`src/rtl/ms7210_iic_pkg.sv`:
```
// Shared types and constants for the MS7210 IIC master.
// The SCL/SDA level helpers give the bus levels for each state and quarter of a bit.
package ms7210_iic_pkg;

    typedef enum logic [2:0] {
        ST_IDLE,
        ST_START,
        ST_TX_BYTE,
        ST_RX_ACK,
        ST_RESTART,
        ST_RX_BYTE,
        ST_TX_NACK,
        ST_STOP
    } iic_state_e;

    localparam int   BIT_Q = 4;
    localparam int   WR_Q  = 152;
    localparam int   RD_Q  = 192;
    localparam logic ACK   = 1'b0;
    localparam logic NACK  = 1'b1;

    function automatic logic scl_level(input iic_state_e st, input logic [1:0] qtr);
        logic lvl;
        case (st)
            ST_IDLE:  lvl = 1'b1;
            ST_START: lvl = (qtr != 2'd3);
            ST_STOP:  lvl = (qtr != 2'd0);
            default:  lvl = (qtr == 2'd1) || (qtr == 2'd2);
        endcase
        return lvl;
    endfunction

    // 1 means released (pulled up), 0 means driven low.
    function automatic logic sda_level(input iic_state_e st, input logic [1:0] qtr,
                                       input logic tx_bit);
        logic lvl;
        case (st)
            ST_START, ST_RESTART: lvl = (qtr == 2'd0) || (qtr == 2'd1);
            ST_STOP:              lvl = (qtr == 2'd2) || (qtr == 2'd3);
            ST_TX_BYTE:           lvl = tx_bit;
            ST_TX_NACK:           lvl = NACK;
            default:              lvl = 1'b1;
        endcase
        return lvl;
    endfunction

endpackage

```
`src/rtl/ms7210_iic_clk_div.sv`:
```
// Quarter-period divider: counts 0..DIV-1 while enabled and flags the last count.
// Held at zero whenever disabled so every transaction starts on a clean quarter.
module ms7210_iic_clk_div #(
    parameter int DIV = 4
) (
    input  logic clk,
    input  logic rst,
    input  logic en,
    output logic tick
);

    localparam int CW = (DIV > 1) ? $clog2(DIV) : 1;

    logic [CW-1:0] cnt_q;

    assign tick = en && (cnt_q == CW'(DIV - 1));

    always_ff @(posedge clk or posedge rst) begin
        if (rst) begin
            cnt_q <= '0;
        end else if (!en || tick) begin
            cnt_q <= '0;
        end else begin
            cnt_q <= cnt_q + CW'(1);
        end
    end

endmodule

```
`src/rtl/ms7210_iic_master.sv`:
```
// Byte-level IIC master for the MS7210: one 16-bit-address write or read per trigger.
// SCL is push-pull, SDA is open-drain through sda_oe; all bus outputs are registered.
module ms7210_iic_master
    import ms7210_iic_pkg::*;
#(
    parameter int CLK_FREQ = 50_000_000,
    parameter int IIC_FREQ = 400_000
) (
    input  logic        clk,
    input  logic        rst,
    input  logic [7:0]  device_id,
    input  logic        iic_trig,
    input  logic        w_r,
    input  logic [15:0] addr,
    input  logic [7:0]  data_in,
    output logic        busy,
    output logic [7:0]  data_out,
    output logic        byte_over,
    output logic        ack_err,
    output logic        scl,
    output logic        sda_out,
    output logic        sda_oe,
    input  logic        sda_in
);

    localparam int         DIV    = CLK_FREQ / (4 * IIC_FREQ);
    localparam logic [1:0] LAST_Q = 2'(BIT_Q - 1);

    iic_state_e  state_q, state_d;
    logic [1:0]  qtr_q, qtr_d;
    logic [2:0]  bit_q, bit_d;
    logic [1:0]  byte_q, byte_d;
    logic [7:0]  sh_q, sh_d;
    logic [7:0]  rx_q, rx_d;
    logic [7:0]  dev_q, dev_d;
    logic        wr_q, wr_d;
    logic [15:0] addr_q, addr_d;
    logic [7:0]  wdata_q, wdata_d;
    logic        busy_q, busy_d;
    logic        ack_err_q, ack_err_d;
    logic        byte_over_q, byte_over_d;
    logic [7:0]  data_out_q, data_out_d;
    logic        scl_q, sda_oe_q, sda_out_q;
    logic        sda_lvl_d;
    logic        tick;
    logic [1:0]  byte_nx;
    logic [7:0]  next_tx;

    ms7210_iic_clk_div #(.DIV(DIV)) u_clk_div (
        .clk  (clk),
        .rst  (rst),
        .en   (busy_q),
        .tick (tick)
    );

    // Byte 3 is only reached through RX_ACK on writes; the read address is loaded by RESTART.
    assign byte_nx = byte_q + 2'd1;
    always_comb begin
        case (byte_nx)
            2'd1:    next_tx = addr_q[15:8];
            2'd2:    next_tx = addr_q[7:0];
            2'd3:    next_tx = wdata_q;
            default: next_tx = dev_q;
        endcase
    end

    always_comb begin
        state_d     = state_q;
        qtr_d       = qtr_q;
        bit_d       = bit_q;
        byte_d      = byte_q;
        sh_d        = sh_q;
        rx_d        = rx_q;
        dev_d       = dev_q;
        wr_d        = wr_q;
        addr_d      = addr_q;
        wdata_d     = wdata_q;
        busy_d      = busy_q;
        ack_err_d   = ack_err_q;
        byte_over_d = 1'b0;
        data_out_d  = data_out_q;

        if (state_q == ST_IDLE) begin
            if (iic_trig) begin
                dev_d     = device_id;
                wr_d      = w_r;
                addr_d    = addr;
                wdata_d   = data_in;
                busy_d    = 1'b1;
                ack_err_d = 1'b0;
                state_d   = ST_START;
                qtr_d     = '0;
                bit_d     = '0;
                byte_d    = '0;
            end
        end else if (tick) begin
            // Leaving q1 is the entry into q2, where SDA is sampled.
            if (qtr_q == 2'd1) begin
                if (state_q == ST_RX_ACK && sda_in != ACK) ack_err_d = 1'b1;
                if (state_q == ST_RX_BYTE) rx_d = {rx_q[6:0], sda_in};
            end
            qtr_d = qtr_q + 2'd1;
            if (qtr_q == LAST_Q) begin
                case (state_q)
                    ST_START: begin
                        state_d = ST_TX_BYTE;
                        sh_d    = dev_q;
                        bit_d   = '0;
                        byte_d  = '0;
                    end
                    ST_TX_BYTE: begin
                        if (bit_q == 3'd7) begin
                            state_d = ST_RX_ACK;
                        end else begin
                            bit_d = bit_q + 3'd1;
                            sh_d  = {sh_q[6:0], 1'b0};
                        end
                    end
                    ST_RX_ACK: begin
                        if (ack_err_q) begin
                            state_d = ST_STOP;
                        end else if (wr_q && byte_q == 2'd3) begin
                            state_d     = ST_STOP;
                            byte_over_d = 1'b1;
                        end else if (!wr_q && byte_q == 2'd2) begin
                            state_d = ST_RESTART;
                            byte_d  = 2'd3;
                        end else if (!wr_q && byte_q == 2'd3) begin
                            state_d = ST_RX_BYTE;
                            bit_d   = '0;
                        end else begin
                            state_d = ST_TX_BYTE;
                            byte_d  = byte_nx;
                            sh_d    = next_tx;
                            bit_d   = '0;
                        end
                    end
                    ST_RESTART: begin
                        state_d = ST_TX_BYTE;
                        sh_d    = {dev_q[7:1], 1'b1};
                        bit_d   = '0;
                    end
                    ST_RX_BYTE: begin
                        if (bit_q == 3'd7) state_d = ST_TX_NACK;
                        else               bit_d   = bit_q + 3'd1;
                    end
                    ST_TX_NACK: begin
                        state_d     = ST_STOP;
                        byte_over_d = 1'b1;
                        data_out_d  = rx_q;
                    end
                    default: begin
                        state_d = ST_IDLE;
                        busy_d  = 1'b0;
                    end
                endcase
            end
        end
    end

    assign sda_lvl_d = sda_level(state_d, qtr_d, sh_d[7]);

    always_ff @(posedge clk or posedge rst) begin
        if (rst) begin
            state_q     <= ST_IDLE;
            qtr_q       <= '0;
            bit_q       <= '0;
            byte_q      <= '0;
            sh_q        <= '0;
            rx_q        <= '0;
            dev_q       <= '0;
            wr_q        <= 1'b0;
            addr_q      <= '0;
            wdata_q     <= '0;
            busy_q      <= 1'b0;
            ack_err_q   <= 1'b0;
            byte_over_q <= 1'b0;
            data_out_q  <= '0;
            scl_q       <= 1'b1;
            sda_oe_q    <= 1'b0;
            sda_out_q   <= 1'b1;
        end else begin
            state_q     <= state_d;
            qtr_q       <= qtr_d;
            bit_q       <= bit_d;
            byte_q      <= byte_d;
            sh_q        <= sh_d;
            rx_q        <= rx_d;
            dev_q       <= dev_d;
            wr_q        <= wr_d;
            addr_q      <= addr_d;
            wdata_q     <= wdata_d;
            busy_q      <= busy_d;
            ack_err_q   <= ack_err_d;
            byte_over_q <= byte_over_d;
            data_out_q  <= data_out_d;
            scl_q       <= scl_level(state_d, qtr_d);
            sda_oe_q    <= ~sda_lvl_d;
            sda_out_q   <= sda_lvl_d;
        end
    end

    assign busy      = busy_q;
    assign data_out  = data_out_q;
    assign byte_over = byte_over_q;
    assign ack_err   = ack_err_q;
    assign scl       = scl_q;
    assign sda_oe    = sda_oe_q;
    assign sda_out   = sda_out_q;

endmodule

```
`config.mk`:
```
export PLATFORM = sky130hd
export DESIGN_NAME = ms7210_iic_master
export DESIGN_NICKNAME = d
export VERILOG_FILES = /design/src/rtl/ms7210_iic_pkg.sv /design/src/rtl/ms7210_iic_clk_div.sv /design/src/rtl/ms7210_iic_master.sv
export SDC_FILE = /design/constraint.sdc
export NUM_CORES = 1
export LEC_CHECK = 0
export CAP_MARGIN = 10
export CORE_ASPECT_RATIO = 2
export CORE_MARGIN = 1
export CORE_UTILIZATION = 55
export DETAILED_ROUTE_END_ITERATION = 16
export PLACE_DENSITY_LB_ADDON = 0.15
export SYNTH_ARGS = -nofsm -noshare
export SYNTH_HDL_FRONTEND = slang
export SYNTH_HIERARCHICAL = 1
export SYNTH_SLANG_ARGS = --single-unit
```
`constraint.sdc`:
```
create_clock -name clk -period 3 [get_ports clk]
set_clock_uncertainty 0.05 [all_clocks]
set_input_delay 0.75 -clock clk [delete_from_list [all_inputs] [get_ports clk]]
set_output_delay 0.75 -clock clk [all_outputs]
set_load 0.05 [all_outputs]
```
# Word-level counts from Yosys, hierarchy flattened
# Index checks and enable logic that the tools add are counted.
word_totals:
  ff_bits: 78
  latchBits: 0
  mem_bits_rw: 0
  rom_bits: 0
  input_bits: 37
  output_inout_bits: 14
  word_cells: 155
  mem_count: 0
op_classes:
  n_addsub: 4
  mul: 0
  div: 0
  order_cmp: 0
  eq_ne: 35
  shifts: 0
  n_mux: 61
  n_bitwise: 2
  n_reduce_logical: 34
op_table:
  columns: ["cell", "n"]
  rows:
  - ["8-bit two-way mux", 8]
  - ["3-bit two-way mux", 18]
  - ["8-bit one-hot mux with 4 select lines", 1]
  - ["8-bit one-hot mux with 3 select lines", 1]
  - ["2-bit two-way mux", 11]
  - ["3-bit equality test, second input constant", 6]
  - ["4-bit AND reduction", 4]
  - ["1-bit two-way mux", 15]
  - ["3-bit one-hot mux with 5 select lines", 1]
  - ["2-bit equality test, second input constant", 7]
  - ["2-bit inequality test, second input constant", 7]
  - ["3-bit inequality test, second input constant", 4]
  - ["2-bit nonzero test", 5]
  - ["3-bit by 2-bit equality test with 1-bit output, second input constant", 3]
  - ["3-bit one-hot mux with 3 select lines", 1]
  - ["9-bit AND reduction", 1]
  - ["8-bit AND reduction", 1]
  - ["4-bit nonzero test", 2]
  - ["7-bit AND reduction", 1]
  - ["2-bit by 1-bit equality test with 1-bit output, second input constant", 3]
  - ["3-bit by 1-bit equality test with 1-bit output, second input constant", 2]
  - ["3-bit logical NOT", 2]
  - ["1-bit one-hot mux with 3 select lines", 2]
  - ["2-bit OR reduction", 3]
  - ["17 further kinds", 27]

# Logic depth before layout (Yosys ltp)
logic_depth:
  ltp_word: 14
  mapped_depth: 12

# Cells and area by module
# The synthesis kept the hierarchy.
modules_own_cells:
  columns: ["mod", "n_inst", "cells_per_inst", "area_per_inst_um2", "seq_area_each_um2"]
  rows:
  - ["ms7210_iic_master", 1, 315, 3643.5, 1829.3]
  - ["ms7210_iic_clk_div", 1, 23, 230.2, 125.1]

# Worst setup path after synthesis
# OpenSTA, ideal clock, no wires.
synth_path:
  path_kind: "register to register"
  startpoint: "reg state_q[0]"
  endpoint: "reg sda_oe_q, in the netlist sda_oe"
  arrival_ns: 2.317
  setup_slack_ns: 0.569
  stages_incl_launch_ff: 11
  n_path_buf: 1
  synth_period_minus_slack_ns: 2.431
  cell_sequence: "dfrtp_1 > buf_2 > or3_1 > mux2i_1 > nand2_1 > o21a_1 > inv_1 > ha_1 > or4_1 > o21ai_1 > mux2_4"
synth_between:
  word_cells_on_any_way: 33
  classes_between: "13 x eq/ne; 13 x mux; 1 x bitwise; 6 x reduce/logical"
synth_rtl:
  columns: ["element", "line", "rtl"]
  rows:
  - ["start, declared", "ms7210_iic_master.sv:29", "iic_state_e state_q, state_d;"]
  - ["start signal, assigned", "ms7210_iic_master.sv:183", "state_q <= state_d;"]
  - ["3-bit logical NOT *", "ms7210_iic_master.sv:83", "if (state_q == ST_IDLE) begin"]
  - ["2-bit two-way mux *", "ms7210_iic_master.sv:83", null]
  - ["via qtr_d[0]", "ms7210_iic_master.sv:30", "logic [1:0] qtr_q, qtr_d;"]
  - ["2-bit equality test (tied with other cells)", "ms7210_iic_pkg.sv:39", "ST_STOP: lvl = (qtr == 2'd2) || (qtr == 2'd3);"]
  - ["1-bit logical OR, on equally long branches", "ms7210_iic_pkg.sv:39, ms7210_iic_pkg.sv:38", null]
  - ["1-bit one-hot mux with 3 select lines *", "ms7210_iic_pkg.sv:37", "case (st)"]
  - ["1-bit inverter *", "ms7210_iic_master.sv:198", "sda_oe_q <= ~sda_lvl_d;"]
  - ["end signal, assigned", "ms7210_iic_master.sv:198", null]
  - ["end, declared", "ms7210_iic_master.sv:43", "logic scl_q, sda_oe_q, sda_out_q;"]
# The timed path passes the listed nets; every way through them passes the cells marked *.
# A chain may end at the register's enable or synchronous reset.

# Worst setup path in the final report
layout_path:
  startpoint: "reg u_clk_div.cnt_q[0]"
  endpoint: "reg sda_oe_q, in the netlist sda_oe"
layout_between:
  elab_chain_cells: 8
  word_cells_on_any_way: 21
  classes_between: "8 x eq/ne; 7 x mux; 1 x bitwise; 5 x reduce/logical"
layout_lines:
  columns: ["element", "line", "rtl"]
  rows:
  - ["start, declared", "ms7210_iic_clk_div.sv:14", "logic [CW-1:0] cnt_q;"]
  - ["start signal, assigned", "ms7210_iic_clk_div.sv:24", "cnt_q <= cnt_q + CW'(1);"]
  - ["5-bit equality test *", "ms7210_iic_clk_div.sv:16", "assign tick = en && (cnt_q == CW'(DIV - 1));"]
  - ["1-bit logical AND *", "ms7210_iic_clk_div.sv:16", null]
  - ["via tick", "ms7210_iic_master.sv:45", "logic tick;"]
  - ["2-bit two-way mux *", "ms7210_iic_master.sv:96", "end else if (tick) begin"]
  - ["2-bit two-way mux *", "ms7210_iic_master.sv:83", null]
  - ["via qtr_d[1]", "ms7210_iic_master.sv:30", null]
  - ["2-bit equality test (tied with other cells)", "ms7210_iic_pkg.sv:39", null]
  - ["1-bit logical OR, on equally long branches", "ms7210_iic_pkg.sv:39, ms7210_iic_pkg.sv:38", null]
  - ["1-bit one-hot mux with 3 select lines *", "ms7210_iic_pkg.sv:37", null]
  - ["1-bit inverter *", "ms7210_iic_master.sv:198", null]
# Marked as above.

==> impl_metrics.csv <==
group,metric,value,unit
setup_path,start_kind,"flip-flop",
global_route,grt_max_degree,74,
placed_design,placed_cell_area,4490,µm²
placed_design,port-buffer-count,50,
setup_path,path_cells,"inv_1 -> ha_1 -> nand4_1 -> nor2_1 -> mux2i_1 -> nand2_1 -> o21a_1 -> inv_1 -> ha_1 -> or4_1 -> o21ai_1 -> mux2_4",
global_route,grt_use_met3,0.0535,
layout,synthToLayoutAreaGrowth,23.3,%
synth,synth_seq_cells,78,
die,dieWidth,61.3,µm
cts,ctsRootBufferMaster,"clkbuf_16",
setup_path,worstReg2RegStart,"u_clk_div/cnt_q[0]",
timing,hold_violations,0,
synth,synth_area_per_cell,11.5,µm²
drt,antenna_left,0,
timing,max_slew_margin,0.581,
synth,ys_seq_area_frac,0.505,
layout,final_area,4770,µm²
hold_path,worstHoldEndpoint,"sh_q[0]",
die,core,6890,µm²
cts,clockBufferDepth,2,
synth,netlist_top_cells_area,"dfrtp_1 (49%), mux2_2 (15%), ha_1 (4.8%)",
hold_path,hold_depth,2,
timing,worstMarginPinSlew,0.627,ns
die,dieArea,7400,µm²
timing,period_minus_slack,2.76,ns
pwr,leakage,2.23,nW
cts,cts_inserted_buffers,9,
synth,synth_area,3870,µm²
pwr,p_per_area,449,nW/µm²
cts,h-tree-depth,3,
global_route,grt.overflow.total,0,
setup_path,crit_fanout,6,
pwr,switching_share,0.199,
synth,synth_top_cell_by_area,"dfrtp_1",
timing,setup_viol_count_final,0,
synth,ys.flop_type,"dfrtp_1",
synth,ys_warn_count,6,
hold_path,hp-start,"sh_q[0]",
hold_path,hp-class,"flip-flop to flip-flop",
placed_design,dpl.hpwl,6.03,mm
cts,cts_setup_buffers,0,
drt,vias,2781,
cts,cts_num_sinks,78,
pwr,power.internal,1.72,mW
global_route,grt_usage,0.262,
setup_path,crit_slowest_cell,"or4_1",
global_route,grt_pass1_wl,14.1,mm
cts,clk_transition_reported_paths,0.06,ns
synth,synthCells,338,
drt,drc,0,
layout,drive_gt1_frac,0.223,
drt,post_drt_wl_per_cell,17.3,µm
global_route,grt_pass1_vias,3000,
drt,wl,8.39,mm
layout,num-fill-cells,571,
die,initial_core_util,0.562,
pwr,seqPwrFrac,0.491,
synth,netlist.area_leader.share,0.491,
global_route,antenna_found_initial,0,
setup_path,ff2ff_path_depth,12,
die,fp-row-count,43,
cts,clk_latency,0.33,ns
drt,first_pass_iters,5,
global_route,grt_use_met1,0.276,
pwr,p_clk_frac,0.476,
die,ios,51,
setup_path,reg2reg_slack,0.24,ns
setup_path,endpoint_kind,"flip-flop",
outcome,status,"complete, no violations",
global_route,gr-usage-met2,0.454,
timing,rsz0062_at_grt,"false",
synth,synth-edff-count,0,
cts,cts_tree,"done",
drt,vias_per_cell,5.73,
synth,yosys.cell_types.count,56,
setup_path,worstSetupPathType,"flip-flop to flip-flop",
synth,syn-num-nets,390,
setup_path,required,3.22,ns
setup_path,worstReg2RegEnd,"sda_oe",
pwr,ir_worst_vdd,400,µV
global_route,grt-busiest-layer,"met2",
die,die_h,121,µm
setup_path,arrival,2.98,ns
synth,ys_async_sr_fraction,1.00,
job,maxCapViolCount,0,
timing,fmax,363,MHz
timing,finalSetupTns,0,ns
timing,min_period_over_period,0.919,
setup_path,max_stage_delay,0.52,ns
placed_design,gp_congestion,0.884,
drt,dr.first_iter.drc_count,164,
pwr,power_frac_comb,0.033,
layout,n_antenna_cell,0,
layout,final_net_count,443,
pwr,p_switching,427,µW
timing,drv_slew,0,
==> kinds of logic after synthesis <==
family,Yosys count,share of synthesized area
adder cells (fa/ha/maj),15,0.0484
buffers and inverters,34,0.0365
flip-flops,78,0.505
XOR/XNOR,4,0.00905
multiplexers,57,0.165
AND/OR/NAND/NOR,83,0.108
AO/OA/AOI/OAI,67,0.129
==> routing by layer <==
layer  share of wire  routed length [µm]  up-vias
li1                -                   -     1333
met1            0.37                3140     1368
met2            0.56                4680       60
met3           0.033                 281       20
met4           0.034                 289        0
met5               0                   0        -
==> critical path, delay by kind of cell (launching register included) <==
kind / cells / cell delay [ns]
simple gates: 4 / 1.10
flops: 1 / 0.41
mux: 2 / 0.36
fa+ha+maj: 2 / 0.33
buf+inv: 2 / 0.16
compound gates: 2 / 0.30
==> cell usage in the layout (no fill, tap or decap), types with 3 or more instances in the layout <==
cell type and count:
nand2_1 27, o31ai_1 4, clkbuf_8 3, clkdlybuf4s50_1 50
nand4_1 3, mux2_2 50, mux2i_1 6, or2_2 3
inv_1 16, clkbuf_16 9, nand3_1 6, a21oi_1 6
o21ai_0 20, a222oi_1 11, dfrtp_1 76, buf_4 8
ha_1 15, nor2_1 20, and2_1 3, o21a_1 3
a221oi_1 3, nor2b_1 5
==> state kept, by name, summed over array words and instances (netlist names), 2 cells and up <==
signal           count
byte_q               2
qtr_q                2
state_q              3
data_out             8
bit_q                3
addr_q              16
u_clk_div/cnt_q      5
dev_q                8
sh_q                 8
wdata_q              8
rx_q                 8
==> stage by stage <==
step	hold slack, ns	utilization	power, mW	instances	setup slack [ns]
2_1_floorplan	0.401	-	1.09	338	0.350
3_5_place_dp	0.428	0.652	1.14	470	0.104
5_1_grt	0.467	0.693	2.22	485	0.0394
3_3_place_gp	0.415	0.652	1.14	470	0.213
4_1_cts	0.440	0.693	2.17	485	0.237
6_report	0.439	0.693	2.14	485	0.242
==> power groups by stage <==
stage	sequential [mW]	clock, mW	combinational (mW)
floorplan	1.07	0	0.0159
global placement	1.07	0	0.0721
CTS	1.05	1.04	0.0729
detailed placement	1.07	0	0.0725
finish	1.05	1.02	0.0705
global route	1.05	1.09	0.0793
==> repair_timing <==
item                       in CTS  in global routing
gates resized for setup         0                  1
hold endpoints to repair        0                  0
hold buffers                    0                  0
setup endpoints to repair       0                  1
==> synth_stat cells, types with 5 or more instances <==
library cell,n
a21oi_1,6
ha_1,15
dfrtp_1,76
nor2b_1,5
a222oi_1,11
o21ai_0,20
buf_2,11
nor2_1,20
inv_1,17
nand3_1,6
mux2i_1,6
nand2_1,27
clkbuf_1,6
mux2_2,50
==> worst max-delay path by stage <==
stage | from | end | depth (start not counted)
floorplan | rst | ack_err | 1
global placement | iic_trig | sda_oe | 9
global route | u_clk_div/cnt_q[0] | sda_oe | 12
CTS | u_clk_div/cnt_q[0] | sda_oe | 10
detailed placement | iic_trig | sda_oe | 9
finish | u_clk_div/cnt_q[0] | sda_oe | 12
==> final cells by class <==
type | instances | area [µm²] | share of cell area
sequential | 78 | 1950 | 0.409
timing repair buffer | 59 | 581 | 0.122
clock inverter | 3 | 18.8 | 0.00393
tap | 90 | 113 | 0.0236
inverter | 17 | 63.8 | 0.0134
multi-input combinational | 226 | 1780 | 0.372
clock buffer | 12 | 267 | 0.0558
No activity file was read; power rests on OpenSTA's default activity.
